## src/rtl/hex_digit_entry.sv

```systemverilog
// hex_digit_entry
//   Collects hex digits from a 4-bit switch bank into an eight-nibble shift
//   register for a 7-segment display stage. Two raw push-buttons (enter,
//   clear) and the switches are synchronized; the buttons are optionally
//   debounced, and a press (rising edge of the debounced level) acts.
//
//   Build option: define HEX_ENTRY_DEBOUNCE_EN to build the per-button
//   debounce counters. Without it the synchronized level is used directly
//   and DEBOUNCE_CYCLES has no effect (latency 3 edges).
//
// Ports
//   clk_100MHz   in   system clock
//   rst_n        in   asynchronous active-low reset
//   val[3:0]     in   raw hex switch value
//   btn_enter    in   raw button: shift val into digits
//   btn_clear    in   raw button: clear all digits (wins over enter)
//   digits[31:0] out  eight nibbles, [3:0] is the rightmost digit
//   digit_count  out  number of digits entered, saturates at 8
//   full         out  digit_count == 8
//   entry_strobe out  one-cycle pulse whenever digits is updated
module hex_digit_entry #(
  parameter int unsigned DEBOUNCE_CYCLES = 1000000
) (
  input  logic        clk_100MHz,
  input  logic        rst_n,
  input  logic [3:0]  val,
  input  logic        btn_enter,
  input  logic        btn_clear,
  output logic [31:0] digits,
  output logic [3:0]  digit_count,
  output logic        full,
  output logic        entry_strobe
);

  if (DEBOUNCE_CYCLES < 1) begin : g_bad_cfg
    $error("hex_digit_entry: DEBOUNCE_CYCLES must be at least 1");
  end

  // Button index 0 = enter, 1 = clear.
  logic [3:0]  val_s1_q, val_s2_q;
  logic [1:0]  btn_s1_q, btn_s2_q;
  logic [1:0]  lvl;
  logic [1:0]  prev_q;
  logic [1:0]  press;
  logic [31:0] digits_q, digits_d;
  logic [3:0]  count_q, count_d;
  logic        strobe_q, strobe_d;

  always_ff @(posedge clk_100MHz or negedge rst_n) begin
    if (!rst_n) begin
      val_s1_q <= '0;
      val_s2_q <= '0;
      btn_s1_q <= '0;
      btn_s2_q <= '0;
    end else begin
      val_s1_q <= val;
      val_s2_q <= val_s1_q;
      btn_s1_q <= {btn_clear, btn_enter};
      btn_s2_q <= btn_s1_q;
    end
  end

`ifdef HEX_ENTRY_DEBOUNCE_EN
  localparam int unsigned CW = (DEBOUNCE_CYCLES > 1) ? $clog2(DEBOUNCE_CYCLES) : 1;

  logic [1:0][CW-1:0] cnt_q, cnt_d;
  logic [1:0]         lvl_q, lvl_d;

  // The counter only runs while the synchronized level disagrees with the
  // debounced level; any return to agreement (a bounce) restarts it.
  always_comb begin
    lvl_d = lvl_q;
    cnt_d = cnt_q;
    for (int unsigned i = 0; i < 2; i++) begin
      if (btn_s2_q[i] == lvl_q[i]) begin
        cnt_d[i] = '0;
      end else if (cnt_q[i] == CW'(DEBOUNCE_CYCLES - 1)) begin
        lvl_d[i] = btn_s2_q[i];
        cnt_d[i] = '0;
      end else begin
        cnt_d[i] = cnt_q[i] + 1'b1;
      end
    end
  end

  always_ff @(posedge clk_100MHz or negedge rst_n) begin
    if (!rst_n) begin
      lvl_q <= '0;
      cnt_q <= '0;
    end else begin
      lvl_q <= lvl_d;
      cnt_q <= cnt_d;
    end
  end

  assign lvl = lvl_q;
`else
  assign lvl = btn_s2_q;
`endif

  // Press events only on 0->1 of the debounced level.
  assign press = lvl & ~prev_q;

  always_comb begin
    digits_d = digits_q;
    count_d  = count_q;
    strobe_d = 1'b0;
    if (press[1]) begin
      digits_d = '0;
      count_d  = '0;
      strobe_d = 1'b1;
    end else if (press[0]) begin
      digits_d = {digits_q[27:0], val_s2_q};
      count_d  = (count_q == 4'd8) ? 4'd8 : count_q + 4'd1;
      strobe_d = 1'b1;
    end
  end

  always_ff @(posedge clk_100MHz or negedge rst_n) begin
    if (!rst_n) begin
      prev_q   <= '0;
      digits_q <= '0;
      count_q  <= '0;
      strobe_q <= 1'b0;
    end else begin
      prev_q   <= lvl;
      digits_q <= digits_d;
      count_q  <= count_d;
      strobe_q <= strobe_d;
    end
  end

  assign digits       = digits_q;
  assign digit_count  = count_q;
  assign full         = (count_q == 4'd8);
  assign entry_strobe = strobe_q;

endmodule

```

## config.mk

```make
export PLATFORM = sky130hd
export DESIGN_NAME = hex_digit_entry
export DESIGN_NICKNAME = d
export VERILOG_FILES = /design/src/rtl/hex_digit_entry.sv
export SDC_FILE = /design/constraint.sdc
export NUM_CORES = 1
export LEC_CHECK = 0
export BUFFER_PORTS_ARGS = -buffer_cell sky130_fd_sc_hd__buf_2
export CELL_PAD_IN_SITES_DETAIL_PLACEMENT = 1
export CELL_PAD_IN_SITES_GLOBAL_PLACEMENT = 2
export CORE_UTILIZATION = 30
export CTS_BUF_LIST = sky130_fd_sc_hd__clkbuf_4 sky130_fd_sc_hd__clkbuf_8
export CTS_CLUSTER_SIZE = 14
export DETAILED_ROUTE_END_ITERATION = 6
export GPL_TIMING_DRIVEN = 1
export HOLD_SLACK_MARGIN = 0.1
export PLACE_DENSITY = 0.73
export SKIP_CTS_REPAIR_TIMING = 1
export SLEW_MARGIN = 0
export SYNTH_ARGS = -nofsm -noshare
export SYNTH_HDL_FRONTEND = slang
export SYNTH_SLANG_ARGS = --single-unit
```

## constraint.sdc

```tcl
create_clock -name clk_100MHz -period 1.4 [get_ports clk_100MHz]
set_clock_uncertainty 0.2 [all_clocks]
set_input_delay 0.21 -clock clk_100MHz [delete_from_list [all_inputs] [get_ports clk_100MHz]]
set_output_delay 0.21 -clock clk_100MHz [all_outputs]
set_load 0.01 [all_outputs]
```

== After elaboration in Yosys (flattened, before gate mapping) ==
Index checks and enable logic that the tools add are counted.

* $add $sub $neg: 1
* Equal/unequal tests: 1
* Multiplexer cells: 7
* Bitwise operators: 2
* Reduce and logical (&&, ||, !) cells: 1

{| class="wikitable"
|+ Operators with widths
! operator !! number
|-
| $mux 32 || 2
|-
| $mux 4 || 3
|-
| $add 4x1->4 const B || 1
|-
| $eq 4x4->1 const B || 1
|-
| $and 2x2->2 || 1
|-
| $mux 1 || 2
|-
| $not 2->2 || 1
|-
| $reduce_bool 2->1 || 1
|}

* Bits in registers: 51
* Input port bits: 8
* Output and inout bits: 38
* Logic and storage cells: 20

== Depth between registers and ports, before layout ==
* Depth after elaboration: 4
* Mapped depth: 5
* Depth with buffers taken out: 5

== Worst setup path after synthesis ==
OpenSTA, ideal clock, no wires.

* Path kind: register to register
* Start point: reg count_q[0], in the netlist digit_count[0]
* End point: reg count_q[0], in the netlist digit_count[0]
* Library setup time: 0.077 ns
* Data arrival time: 1.349 ns
* Required time: 1.123 ns
* Setup slack: -0.226 ns
* Cell stages (with the launch flop): 6
* Path buffers: 0
* Period minus slack after synthesis: 1.626 ns
* Path through: dfrtp_1 > inv_1 > ha_1 > and3b_1 > or3_1 > a21oi_1

* Word-level cells in the longest chain between the ends: 4
* Elaborated cells on any way between the ends: 5
* Classes of those cells: 1 x add/sub; 1 x eq/ne; 3 x mux

{| class="wikitable"
|+ RTL lines
! item !! line !! source
|-
| start: declaration || 46 || <nowiki>logic [3:0] count_q, count_d;</nowiki>
|-
| start signal: assignment || 128 || <nowiki>count_q <= count_d;</nowiki>
|-
| $eq 4x4->1 || -- ||
|-
| net full || 31 || <nowiki>output logic full,</nowiki>
|-
| $mux 4 || 114 || <nowiki>count_d = (count_q == 4'd8) ? 4'd8 : count_q + 4'd1;</nowiki>
|-
| $mux 4 || 112 || <nowiki>end else if (press[0]) begin</nowiki>
|-
| $mux 4 || 108 || <nowiki>if (press[1]) begin</nowiki>
|}

The timed path passes the listed nets, and every way through them passes these cells. The select of a mux whose other input is x is not followed.
A chain may end at the register's enable or synchronous reset.

== Worst setup path after layout ==
* Start point: reg count_q[1], in the netlist digit_count[1]
* End point: out full

* Word-level cells in the longest chain between the ends: 1

{| class="wikitable"
|+ RTL lines
! item !! line !! source
|-
| $eq 4x4->1 || 135 || <nowiki>assign full = (count_q == 4'd8);</nowiki>
|-
| end: declaration || 31 ||
|}

Every way passes these cells.

==> impl_metrics.py <==
metrics = {
    "timing": {
        "fin_crit_sh_pct": 122,
        "fin_ws_ns": -0.314,
        "tightestPinTransition_ns": 0.305,
        "slew_viol_final": 0,
        "slew_headroom_pct": 79.6,
        "rsz0062_at_grt": "true",
        "timing_hold_violations_final": 0,
        "finalSetupViolCount": 16,
        "maxClockFrequency_mhz": 583,
        "finalCriticalPeriod_ns": 1.71,
    },
    "cells_and_area": {
        "number_of_filler_cells_placed_in_the_layout": 641,
        "drive_above_1_share_pct": 62.8,
        "instances_no_fill": 328,
        "area_growth_syn_to_layout_pct": 56.5,
        "sequential_cell_area_um2": 1280,
        "fin_util_pct": 49.5,
        "final_nets": 262,
        "antenna_cells": 0,
        "multi_input_gate_area_in_the_final_layout_um2": 890,
    },
    "placed_design": {
        "gp_routability_congestion": 0.741,
        "hpwl_um": 2840,
        "place_ws_ns": -0.125,
        "io_buffers": 45,
        "placed_cells": 306,
    },
    "global_routing": {
        "first_global_vias": 1531,
        "maximum_number_of_pins_on_one_net_before_global_route_repair": 52,
        "grt_antenna_before_repair": 0,
        "global_route.overflow_total": 0,
        "grt.total_usage_pct": 14.4,
        "grt_pass1_wl_um": 7200,
    },
    "yosys": {
        "synthesis.yosys.warnings": 0,
        "postSynthAreaPerCell_um2": 10.4,
        "synth-simple-area-share_pct": 16.2,
        "synthDominantCellAreaShare_pct": 67.4,
        "syn-num-nets": 193,
        "post_synth_fa_ha_maj_area_fraction_pct": 1.32,
        "synth_top_family_by_area": "simple AND/OR/NAND/NOR gates",
        "yosys.area.top_type": "sky130_fd_sc_hd__dfrtp_1",
        "yosys_register_bits": 51,
        "synth_seq_area_share_pct": 67.4,
        "portion_of_netlist_area_occupied_by_mux_cells_pct": 0,
        "synth_top_cells_by_area": "sky130_fd_sc_hd__dfrtp_1, sky130_fd_sc_hd__nand2_1, sky130_fd_sc_hd__a21oi_1, sky130_fd_sc_hd__buf_6, sky130_fd_sc_hd__buf_2",
        "synth_compound_gate_area_share_pct": 10.3,
        "synth_area_um2": 1890,
        "synthDistinctLibCells": 16,
        "syn-instance-count": 183,
        "yosys.area_share.xor_xnor_pct": 0,
    },
    "cts": {
        "cts_tree": "yes",
        "root_buffer": "sky130_fd_sc_hd__clkbuf_8",
        "htreeDepth": 2,
        "cts.sinks": 51,
        "clkLatencyLatePin_ns": 0.31,
        "clk_pin_slew_ns": 0.10,
        "tritoncts.num_buffers": 5,
        "clockBufferDepth": 2,
    },
    "floorplan": {
        "start_util_pct": 31.6,
        "design.portCount": 46,
        "design.core.area_um2": 5990,
        "floorplan.die.width_um": 81.5,
        "die_h_um": 81.5,
        "std_cell_rows": 28,
        "die-area_um2": 6640,
    },
    "run_status": {
        "run_status": "finished, violations left",
        "violated_checks": "negative setup slack",
    },
    "detailed_routing": {
        "detail_route.iter0.violations": 69,
        "wl_per_cell_um": 14.9,
        "detail-route-antenna-nets": 0,
        "routed-via-count": 1553,
        "route.final.wire_length_um": 4880,
        "route.detailed.drc": 0,
        "route.detailed.vias_per_inst": 4.73,
        "drt_pre_antenna_iters": 2,
    },
    "worst_setup_path": {
        "path_class": "reg -> out",
        "worst-path-max-fanout": 2,
        "worst_setup_path_start_kind": "flop",
        "cp_data_arrival_time_ns": 1.30,
        "cp_data_required_time_ns": 0.99,
        "critical_path.endpoint_type": "output pin",
    },
    "power_and_ir_drop": {
        "vdd_drop_max_v": 0.000732,
        "power.density_cell_area_nw_per_um2": 967,
        "power.leakage_nw": 1.50,
    },
    "hold_path": {
        "min_path_type": "reg -> reg",
    },
    "run": {
        "maxCapViolations": 0,
    },
}
[synthesized netlist by cell type, drive strengths merged]
library cell	count
o21ai	2
nand3	2
a21oi	37
clkbuf	2
nand2b	1
and3b	1
inv	3
or2	1
nand2	67
ha	2
buf	10
nor2b	2
or3	2
dfrtp	51
[cells by family after synthesis]
| family | after synthesis |
|---|---|
| compound gates | 39 |
| fa+ha+maj | 2 |
| buf+inv | 15 |
| flops | 51 |
| simple gates | 76 |
[worst paths after layout]
check / start / endpoint / slack [ns] / depth (start not counted)
worst max-delay path: digit_count[1]$_DFFE_PN0P_ / full / -0.31 / 5
worst min-delay path: val_s1_q[3]$_DFF_PN0_ / val_s2_q[3]$_DFF_PN0_ / 0.16 / 0
worst max register to register: digit_count[1]$_DFFE_PN0P_ / digit_count[0]$_DFFE_PN0P_ / -0.12 / 5
worst min register to register: val_s1_q[3]$_DFF_PN0_ / val_s2_q[3]$_DFF_PN0_ / 0.16 / 0
max in group asynchronous: rst_n / digit_count[0]$_DFFE_PN0P_ / 0.53 / 3
min in group asynchronous: rst_n / digits[19]$_DFFE_PN0P_ / 0.22 / 3
[layer usage]
metal  up-vias  routed length, um  GRT usage, %
li1        728                  -             -
met1       786               2170          18.1
met2        32               2450          23.4
met3         7                190          3.33
met4         0                 68          6.43
met5         -                  0             0
[layout by cell type, fill, tap and decap left out, types with 2 or more instances in the layout]
master	synthesis	final
sky130_fd_sc_hd__a21oi_2	0	36
sky130_fd_sc_hd__buf_12	0	3
sky130_fd_sc_hd__buf_2	6	44
sky130_fd_sc_hd__buf_4	1	8
sky130_fd_sc_hd__buf_6	3	6
sky130_fd_sc_hd__buf_8	0	3
sky130_fd_sc_hd__clkbuf_16	0	3
sky130_fd_sc_hd__clkbuf_8	0	5
sky130_fd_sc_hd__clkinv_4	0	2
sky130_fd_sc_hd__dfrtp_1	51	49
sky130_fd_sc_hd__dfrtp_2	0	2
sky130_fd_sc_hd__dlygate4sd3_1	0	7
sky130_fd_sc_hd__inv_2	0	2
sky130_fd_sc_hd__nand2_1	67	31
sky130_fd_sc_hd__nand2_2	0	17
sky130_fd_sc_hd__nand2_4	0	19
[state kept, by name (all words and copies together), names as in the netlist]
name	flops
entry_strobe	1
val_s1_q	4
btn_s2_q	2
digits	32
prev_q	2
digit_count	4
val_s2_q	4
btn_s1_q	2
[through the flow]
step           cell area (um^2)  TNS [ns]  power (mW)  hold slack [ns]
4_1_cts                    2380    -0.537        2.74           -0.318
2_1_floorplan              1900    -0.175        1.71           -0.286
3_5_place_dp               2280    -0.144        1.86           0.0273
3_3_place_gp               2280   -0.0709        1.86           0.0238
5_1_grt                    2970     -2.98        3.01            0.165
6_report                   2970    -0.582        2.87            0.157
[report_power, final]
group	leakage, nW	internal (mW)	switching, mW
Sequential	0.669	1.53	0.0509
Combinational	0.784	0.195	0.223
Clock	0.0443	0.358	0.511
[worst max-delay path: stages (launching register included)]
cell                      delay [ns]
sky130_fd_sc_hd__dfrtp_1        0.37
sky130_fd_sc_hd__inv_2          0.05
sky130_fd_sc_hd__ha_4           0.15
sky130_fd_sc_hd__and3b_2        0.21
sky130_fd_sc_hd__buf_6          0.11
sky130_fd_sc_hd__buf_6          0.11
[final cells by class]
type                       instances  share of cell area, %
tap                               75                   3.16
timing repair buffer              74                   20.2
inverter                           3                  0.380
multi-input combinational        117                   30.0
clock buffer                       5                   2.32
clock inverter                     3                  0.844
sequential                        51                   43.1
Power figures use the tool's default switching activity.
